===== src/rtl/uart_sys_ctrl.sv =====
// UART command-frame decoder driving the register file / ALU and returning results to the TX FIFO.
// Optional CMD_TIMEOUT_EN: abandons a partial frame after TIMEOUT_CYCLES idle cycles.
module uart_sys_ctrl #(
    parameter int DATA_WIDTH     = 8,
    parameter int ADDR_WIDTH     = 4,
    parameter int ALU_FUN_WIDTH  = 4,
    parameter int TIMEOUT_CYCLES = 1024
) (
    input  logic                      CLK,
    input  logic                      RST,
    input  logic [DATA_WIDTH-1:0]     RX_P_DATA,
    input  logic                      RX_D_VLD,
    input  logic [DATA_WIDTH-1:0]     RF_RdData,
    input  logic                      RF_RdData_Valid,
    input  logic [2*DATA_WIDTH-1:0]   ALU_OUT,
    input  logic                      ALU_OUT_VALID,
    input  logic                      FIFO_FULL,
    output logic                      RF_WrEn,
    output logic                      RF_RdEn,
    output logic [ADDR_WIDTH-1:0]     RF_Address,
    output logic [DATA_WIDTH-1:0]     RF_WrData,
    output logic                      ALU_EN,
    output logic [ALU_FUN_WIDTH-1:0]  ALU_FUN,
    output logic                      CLK_GATE_EN,
    output logic [DATA_WIDTH-1:0]     TX_P_DATA,
    output logic                      TX_D_VLD
);
    localparam logic [DATA_WIDTH-1:0] CMD_WR  = DATA_WIDTH'(8'hAA);
    localparam logic [DATA_WIDTH-1:0] CMD_RD  = DATA_WIDTH'(8'hBB);
    localparam logic [DATA_WIDTH-1:0] CMD_ALU = DATA_WIDTH'(8'hCC);
    localparam logic [DATA_WIDTH-1:0] CMD_FUN = DATA_WIDTH'(8'hDD);

    typedef enum logic [3:0] {
        S_IDLE, S_WR_ADDR, S_WR_DATA, S_RD_ADDR, S_RD_WAIT,
        S_ALU_OPA, S_ALU_OPB, S_ALU_FUN, S_ALU_WAIT, S_TX_LSB, S_TX_MSB
    } state_t;

    state_t                    state, state_d;
    logic [ADDR_WIDTH-1:0]     addr_q, addr_d;
    logic [2*DATA_WIDTH-1:0]   res_q, res_d;
    logic                      two_q, two_d;
    logic                      wr_en_d, rd_en_d, alu_en_d, tx_vld_d, cg_d;
    logic [ADDR_WIDTH-1:0]     rf_addr_d;
    logic [DATA_WIDTH-1:0]     wr_data_d, tx_data_d;
    logic [ALU_FUN_WIDTH-1:0]  fun_d;
    logic                      tmo_hit;

`ifdef CMD_TIMEOUT_EN
    localparam int TW = $clog2(TIMEOUT_CYCLES + 1);
    logic [TW-1:0] tmo_cnt;
    logic          in_frame;

    assign in_frame = state inside {S_WR_ADDR, S_WR_DATA, S_RD_ADDR, S_ALU_OPA, S_ALU_OPB, S_ALU_FUN};
    assign tmo_hit  = in_frame && !RX_D_VLD && (tmo_cnt == TW'(TIMEOUT_CYCLES - 1));

    always_ff @(posedge CLK or negedge RST) begin
        if (!RST)                               tmo_cnt <= '0;
        else if (!in_frame || RX_D_VLD || tmo_hit) tmo_cnt <= '0;
        else                                    tmo_cnt <= tmo_cnt + 1'b1;
    end
`else
    assign tmo_hit = 1'b0;
`endif

    always_comb begin
        state_d   = state;
        addr_d    = addr_q;
        res_d     = res_q;
        two_d     = two_q;
        wr_en_d   = 1'b0;
        rd_en_d   = 1'b0;
        alu_en_d  = 1'b0;
        tx_vld_d  = 1'b0;
        cg_d      = CLK_GATE_EN;
        rf_addr_d = RF_Address;
        wr_data_d = RF_WrData;
        fun_d     = ALU_FUN;
        tx_data_d = TX_P_DATA;
        case (state)
            S_IDLE: if (RX_D_VLD) begin
                if (RX_P_DATA == CMD_WR)       state_d = S_WR_ADDR;
                else if (RX_P_DATA == CMD_RD)  state_d = S_RD_ADDR;
                else if (RX_P_DATA == CMD_ALU) state_d = S_ALU_OPA;
                else if (RX_P_DATA == CMD_FUN) state_d = S_ALU_FUN;
            end
            S_WR_ADDR: if (RX_D_VLD) begin
                addr_d  = RX_P_DATA[ADDR_WIDTH-1:0];
                state_d = S_WR_DATA;
            end
            S_WR_DATA: if (RX_D_VLD) begin
                wr_en_d   = 1'b1;
                rf_addr_d = addr_q;
                wr_data_d = RX_P_DATA;
                state_d   = S_IDLE;
            end
            S_RD_ADDR: if (RX_D_VLD) begin
                rd_en_d   = 1'b1;
                rf_addr_d = RX_P_DATA[ADDR_WIDTH-1:0];
                state_d   = S_RD_WAIT;
            end
            S_RD_WAIT: if (RF_RdData_Valid) begin
                res_d   = {{DATA_WIDTH{1'b0}}, RF_RdData};
                two_d   = 1'b0;
                state_d = S_TX_LSB;
            end
            // Operands land in fixed register slots 0 and 1 where the ALU reads them.
            S_ALU_OPA: if (RX_D_VLD) begin
                wr_en_d   = 1'b1;
                rf_addr_d = '0;
                wr_data_d = RX_P_DATA;
                state_d   = S_ALU_OPB;
            end
            S_ALU_OPB: if (RX_D_VLD) begin
                wr_en_d   = 1'b1;
                rf_addr_d = ADDR_WIDTH'(1);
                wr_data_d = RX_P_DATA;
                state_d   = S_ALU_FUN;
            end
            S_ALU_FUN: if (RX_D_VLD) begin
                alu_en_d = 1'b1;
                cg_d     = 1'b1;
                fun_d    = RX_P_DATA[ALU_FUN_WIDTH-1:0];
                state_d  = S_ALU_WAIT;
            end
            S_ALU_WAIT: begin
                cg_d = 1'b1;
                if (ALU_OUT_VALID) begin
                    res_d   = ALU_OUT;
                    two_d   = 1'b1;
                    cg_d    = 1'b0;
                    state_d = S_TX_LSB;
                end
            end
            S_TX_LSB: if (!FIFO_FULL) begin
                tx_vld_d  = 1'b1;
                tx_data_d = res_q[DATA_WIDTH-1:0];
                state_d   = two_q ? S_TX_MSB : S_IDLE;
            end
            // Skip one cycle after the LSB write so the FIFO strobe never stays high.
            S_TX_MSB: if (!FIFO_FULL && !TX_D_VLD) begin
                tx_vld_d  = 1'b1;
                tx_data_d = res_q[2*DATA_WIDTH-1:DATA_WIDTH];
                state_d   = S_IDLE;
            end
            default: state_d = S_IDLE;
        endcase
        if (tmo_hit) state_d = S_IDLE;
    end

    always_ff @(posedge CLK or negedge RST) begin
        if (!RST) begin
            state       <= S_IDLE;
            addr_q      <= '0;
            res_q       <= '0;
            two_q       <= 1'b0;
            RF_WrEn     <= 1'b0;
            RF_RdEn     <= 1'b0;
            RF_Address  <= '0;
            RF_WrData   <= '0;
            ALU_EN      <= 1'b0;
            ALU_FUN     <= '0;
            CLK_GATE_EN <= 1'b0;
            TX_P_DATA   <= '0;
            TX_D_VLD    <= 1'b0;
        end else begin
            state       <= state_d;
            addr_q      <= addr_d;
            res_q       <= res_d;
            two_q       <= two_d;
            RF_WrEn     <= wr_en_d;
            RF_RdEn     <= rd_en_d;
            RF_Address  <= rf_addr_d;
            RF_WrData   <= wr_data_d;
            ALU_EN      <= alu_en_d;
            ALU_FUN     <= fun_d;
            CLK_GATE_EN <= cg_d;
            TX_P_DATA   <= tx_data_d;
            TX_D_VLD    <= tx_vld_d;
        end
    end
endmodule


===== config.mk =====
export PLATFORM = sky130hd
export DESIGN_NAME = uart_sys_ctrl
export DESIGN_NICKNAME = d
export VERILOG_FILES = /design/src/rtl/uart_sys_ctrl.sv
export SDC_FILE = /design/constraint.sdc
export NUM_CORES = 1
export LEC_CHECK = 0
export ABC_AREA = 1
export BUFFER_PORTS_ARGS = -buffer_cell sky130_fd_sc_hd__buf_2
export CORE_UTILIZATION = 55
export DETAILED_ROUTE_END_ITERATION = 10
export MAX_ROUTING_LAYER = met4
export PLACE_DENSITY = 0.82
export SKIP_LAST_GASP = 1
export SYNTH_ARGS = -nofsm -noshare
export SYNTH_HDL_FRONTEND = slang
export SYNTH_SLANG_ARGS = --single-unit

===== constraint.sdc =====
create_clock -name CLK -period 2.2 [get_ports CLK]
set_input_delay 0.44 -clock CLK [delete_from_list [all_inputs] [get_ports CLK]]
set_output_delay 0.44 -clock CLK [all_outputs]
set_load 0.01 [all_outputs]

Yosys cells after proc, flatten, opt, wreduce, memory -nomap -nowiden
Cells that the tools add are included.
W data, S select, Z words.
Operators by class
  add/sub/neg operators: 0
  $mul: 0
  div/mod/pow operators: 0
  order comparisons: 0
  equal/unequal tests: 26
  shift operators: 0
  mux-type cells: 40
  bitwise operators: 0
  reduce and logical (&&, ||, !) cells: 17
Operator list (number)
  $mux W4: 19
  $pmux W4 S11: 1
  $eq A8 B8 Y1 const B: 4
  $mux W16: 2
  $pmux W16 S2: 1
  $ne A2 B2 Y1 const B: 11
  $eq A4 B3 Y1 const B: 4
  $mux W8: 2
  $pmux W4 S4: 1
  $pmux W8 S2: 1
  $eq A4 B4 Y1 const B: 3
  $reduce_and A12 Y1: 1
  $mux W1: 10
  $eq A4 B2 Y1 const B: 2
  $reduce_and A2 Y1: 4
  $pmux W1 S2: 3
  $reduce_and A3 Y1: 2
  $reduce_bool A2 Y1: 3
  $ne A5 B5 Y1 const B: 1
  $reduce_and A5 Y1: 1
  $eq A4 B1 Y1 const B: 1
  $logic_not A4 Y1: 1
  $reduce_bool A4 Y1: 1
  $reduce_or A3 Y1: 1
  other kinds (2): 3
Word-level totals
  bits in registers: 54
  latch bits: 0
  RAM bits: 0
  ROM bits: 0
  output and inout port bits: 29
  logic and storage cells: 96
  memories: 0

Longest topological paths before layout
  depth after elaboration: 7
  depth in mapped cells: 10
  depth with buffers taken out: 10

Worst setup path after synthesis
No wires, ideal clock.
  path kind: input to register
  start: in FIFO_FULL
  end: reg TX_P_DATA[0]
  library setup time: 0.126 ns
  data arrival time: 1.256 ns
  required time: 2.074 ns
  path slack: 0.818 ns
  cell stages on the path: 6
  path buffers: 1
  path through: or2_2 > nand2_1 > nand2_1 > a21oi_4 > buf_6 > o21ai_0
Between the ends
  longest elaborated chain between the ends: 4
  elaborated cells on any way between the ends: 5
Ends and longest elaborated chain
  start, declared: line 17  | input logic FIFO_FULL,
  $logic_not A1 Y1: line 140  | S_TX_MSB: if (!FIFO_FULL && !TX_D_VLD) begin
  $logic_and A1 B1 Y1: line 140
  $ne A2 B2 Y1 (no source line)
  $reduce_and A3 Y1 (no source line) (*)
  end signal, assigned: line 177  | TX_P_DATA <= tx_data_d;
  end, declared: line 25  | output logic [DATA_WIDTH-1:0] TX_P_DATA,
Every way passes the cells marked *; elsewhere a longest branch is shown, timed or not.
A chain may end at the register's enable or synchronous reset.

Worst setup path after layout
  start: reg state[2]
  end: reg TX_P_DATA[1]
Between the ends
  longest elaborated chain between the ends: 3
  elaborated cells on any way between the ends: 7
Ends and longest elaborated chain
  start, declared: line 38  | state_t state, state_d;
  start signal, assigned: line 166  | state <= state_d;
  $eq A4 B4 Y1: line 79  | case (state)
  $ne A2 B2 Y1 (no source line) / $reduce_bool A2 Y1 (equally long branches)
  $reduce_and A3 Y1 (no source line)
Several ways; a longest one is shown, not always the timed one.

==> results.py <==
metrics = {
    "run_status": {
        "status": "finished clean",
    },
    "critical_path": {
        "timing.rr.end": "TX_P_DATA[1]$_DFFE_PN0P_",
        "worst-path-max-fanout": 17,
        "crit_path_start_kind": "flip-flop",
        "slowest_delay_ps": 460,
        "timing.rr.start": "state[2]$_DFFE_PN0P_",
        "crit_path_cell_trace": "inv_2, nand2_1, nor2_2, inv_2, a21oi_4, nand2_1, o21ai_0",
        "worst_r2r_path_depth": 7,
        "cp.required_ps": 2430,
        "crit_arrival_ps": 1850,
        "r2r_slack_ps": 580,
        "path_class": "flip-flop to flip-flop",
        "crit_path_start": "state[2]$_DFFE_PN0P_",
        "end_kind": "flip-flop",
        "cp_slowest_cell": "dfrtp_1",
    },
    "place": {
        "hpwl_um": 4310,
        "port-buffer-count": 66,
        "gp_congestion": 0.969,
    },
    "synthesis": {
        "synthCells": 342,
        "synth_common_cells": "123 x nand2_1, 54 x dfrtp_1, 50 x inv_1, 42 x o21ai_0, 16 x nor2_1",
        "synth_cell_types": 21,
        "ys_seq_area_share_pct": 50.9,
        "yosysTopAreaCellShare_pct": 50.9,
        "yosys.area.top_type": "dfrtp_1",
        "syn_area_um2": 2660,
        "synth_edf_count": 0,
        "yosys-top-cells-area": "dfrtp_1 51%, nand2_1 17%, o21ai_0 7.9%",
        "synth-seq-cells": 54,
        "yosysMostFrequentCell": "nand2_1",
        "async_flop_share_pct": 100,
        "synth_nets": 380,
        "ys.flop_type": "dfrtp_1",
        "synth.avg_cell_area_um2": 7.77,
        "ys_warn_count": 0,
    },
    "cts": {
        "cts_root_buf": "clkbuf_8",
        "cts_setup_buffers": 0,
        "clk_latency_ps": 310,
        "ctsResizeCount": 0,
        "cts_inserted_buffers": 5,
        "cts.sinks": 54,
        "path_clk_slew_ps": 90,
        "clockBufferDepth": 2,
        "hold_buffers": 0,
        "htreeDepth": 2,
        "cts_tree": "yes",
    },
    "floorplan": {
        "die_area_um2": 5110,
        "boundaryPins": 67,
        "die_x_um": 71.5,
        "core_area_um2": 4500,
        "start_util_pct": 59.0,
        "die_h_um": 71.5,
        "num_rows": 24,
    },
    "power": {
        "cellPowerDensity_nw_per_um2": 1220,
        "total_power_uw": 3800,
        "p_leak_uw": 0.00179,
        "ir_drop_uv": 688,
    },
    "global_route": {
        "grt_pass1_vias": 2269,
        "grt_overflow": 0,
        "grt_max_degree": 32,
        "antenna_found_initial": 0,
        "grtUsageMet3_pct": 4.50,
        "met2_usage_pct": 43.4,
        "globalRouteMet1Util_pct": 31.3,
        "grt.busiest_layer": "met2",
        "grt_pass1_wl_um": 9940,
        "grtUsageTotal_pct": 25.6,
    },
    "detailed_routing": {
        "vias": 2352,
        "wl_per_cell_um": 12.4,
        "ant_nets": 0,
        "firstDrtPassIters": 4,
        "drt_iter0_drc": 117,
        "drc_errors": 0,
        "drt-total-wl_um": 5730,
        "vias_per_cell": 5.08,
    },
    "timing": {
        "final-hold-violation-count": 0,
        "min_period_over_period_pct": 73.4,
        "maxSlewViolCount": 0,
        "tns_ps": 0,
        "worst_pin_slew_ps": 574,
        "skew_ps": 4.30,
        "min_period_ps": 1620,
        "slew_headroom_pct": 61.7,
        "timing.fmax_mhz": 619,
        "rsz0062_at_grt": "no",
        "setup-violations-final": 0,
    },
    "run": {
        "max_cap_violations": 0,
    },
    "layout": {
        "syn_to_final_growth_pct": 17.1,
        "num-nets-final": 448,
        "antenna_cells": 0,
        "drive_gt1_share_pct": 22.9,
    },
    "worst_hold_path": {
        "min_path_type": "input port to asynchronous set/reset pin",
    },
}
==> worst max-delay path, delay by kind of cell, from the launching register on <==
family          cells  cell delay (ps)
buf+inv             2              240
simple gates        3              340
flops               1              460
compound gates      2              500
==> kinds of logic after synthesis <==
logic type / Yosys count / share of synthesized area [%]
AND/OR/NAND/NOR: 167 / 26.1
buffers and inverters: 61 / 9.61
flip-flops: 54 / 50.9
AO/OA/AOI/OAI: 60 / 13.4
==> power by group <==
group	switching, uW	internal (uW)
Sequential	236	1390
Combinational	1020	597
Clock	328	226
==> worst max path at each step <==
stage | endpoint | slack (ps) | depth (start not counted)
floorplan | TX_P_DATA[0]$_DFFE_PN0P_ | 820 | 6
global placement | TX_P_DATA[1]$_DFFE_PN0P_ | 570 | 7
detailed placement | TX_P_DATA[1]$_DFFE_PN0P_ | 550 | 7
CTS | TX_P_DATA[1]$_DFFE_PN0P_ | 560 | 7
global route | res_q[1]$_DFFE_PN0P_ | 410 | 4
finish | TX_P_DATA[1]$_DFFE_PN0P_ | 580 | 7
==> routing by layer <==
metal | part of all wire [%] | vias up
met5 | 0 | -
met1 | 45 | 1069
met2 | 48 | 70
met3 | 5.4 | 11
met4 | 1.6 | 0
li1 | - | 1202
==> cell usage in the layout (no fill, tap or decap), types with 2 or more instances in the layout <==
| cell type | n |
|---|---|
| nand2_1 | 123 |
| buf_2 | 66 |
| dfrtp_1 | 54 |
| inv_1 | 50 |
| o21ai_0 | 42 |
| nor2_1 | 16 |
| nand3_1 | 15 |
| o22ai_1 | 8 |
| o211ai_1 | 6 |
| inv_2 | 5 |
| nor2_2 | 5 |
| clkbuf_8 | 5 |
| nor2_4 | 2 |
| nand2_2 | 2 |
| o211ai_2 | 2 |
==> stage by stage <==
step / utilization (%) / cells / instance area [um2] / worst slack, ps / hold WS [ps]
final: 69.0 / 463 / 3110 / 584 / 114
after global routing: 69.0 / 463 / 3110 / 409 / 149
after CTS: 69.0 / 463 / 3110 / 564 / 123
after detailed placement: 67.1 / 455 / 3020 / 548 / 460
after global placement: 67.1 / 455 / 3020 / 567 / 461
after floorplan: - / 342 / 2660 / 818 / 144
==> layout make-up <==
type / count / area, um2
fillers: 402 / 1400
clock buffers: 6 / 72.6
flip-flops and latches: 54 / 1350
multi-input cells: 227 / 1050
inverters: 55 / 206
clock inverters: 2 / 13.8
well taps: 52 / 65.1
repair buffers: 67 / 350
==> flip-flops by register name, indices dropped and copies added (netlist names), 4 cells and up <==
| signal | cells |
|---|---|
| RF_WrData | 8 |
| RF_Address | 4 |
| res_q | 16 |
| ALU_FUN | 4 |
| TX_P_DATA | 8 |
| state | 4 |
| addr_q | 4 |
(Power assumes the default switching activity.)
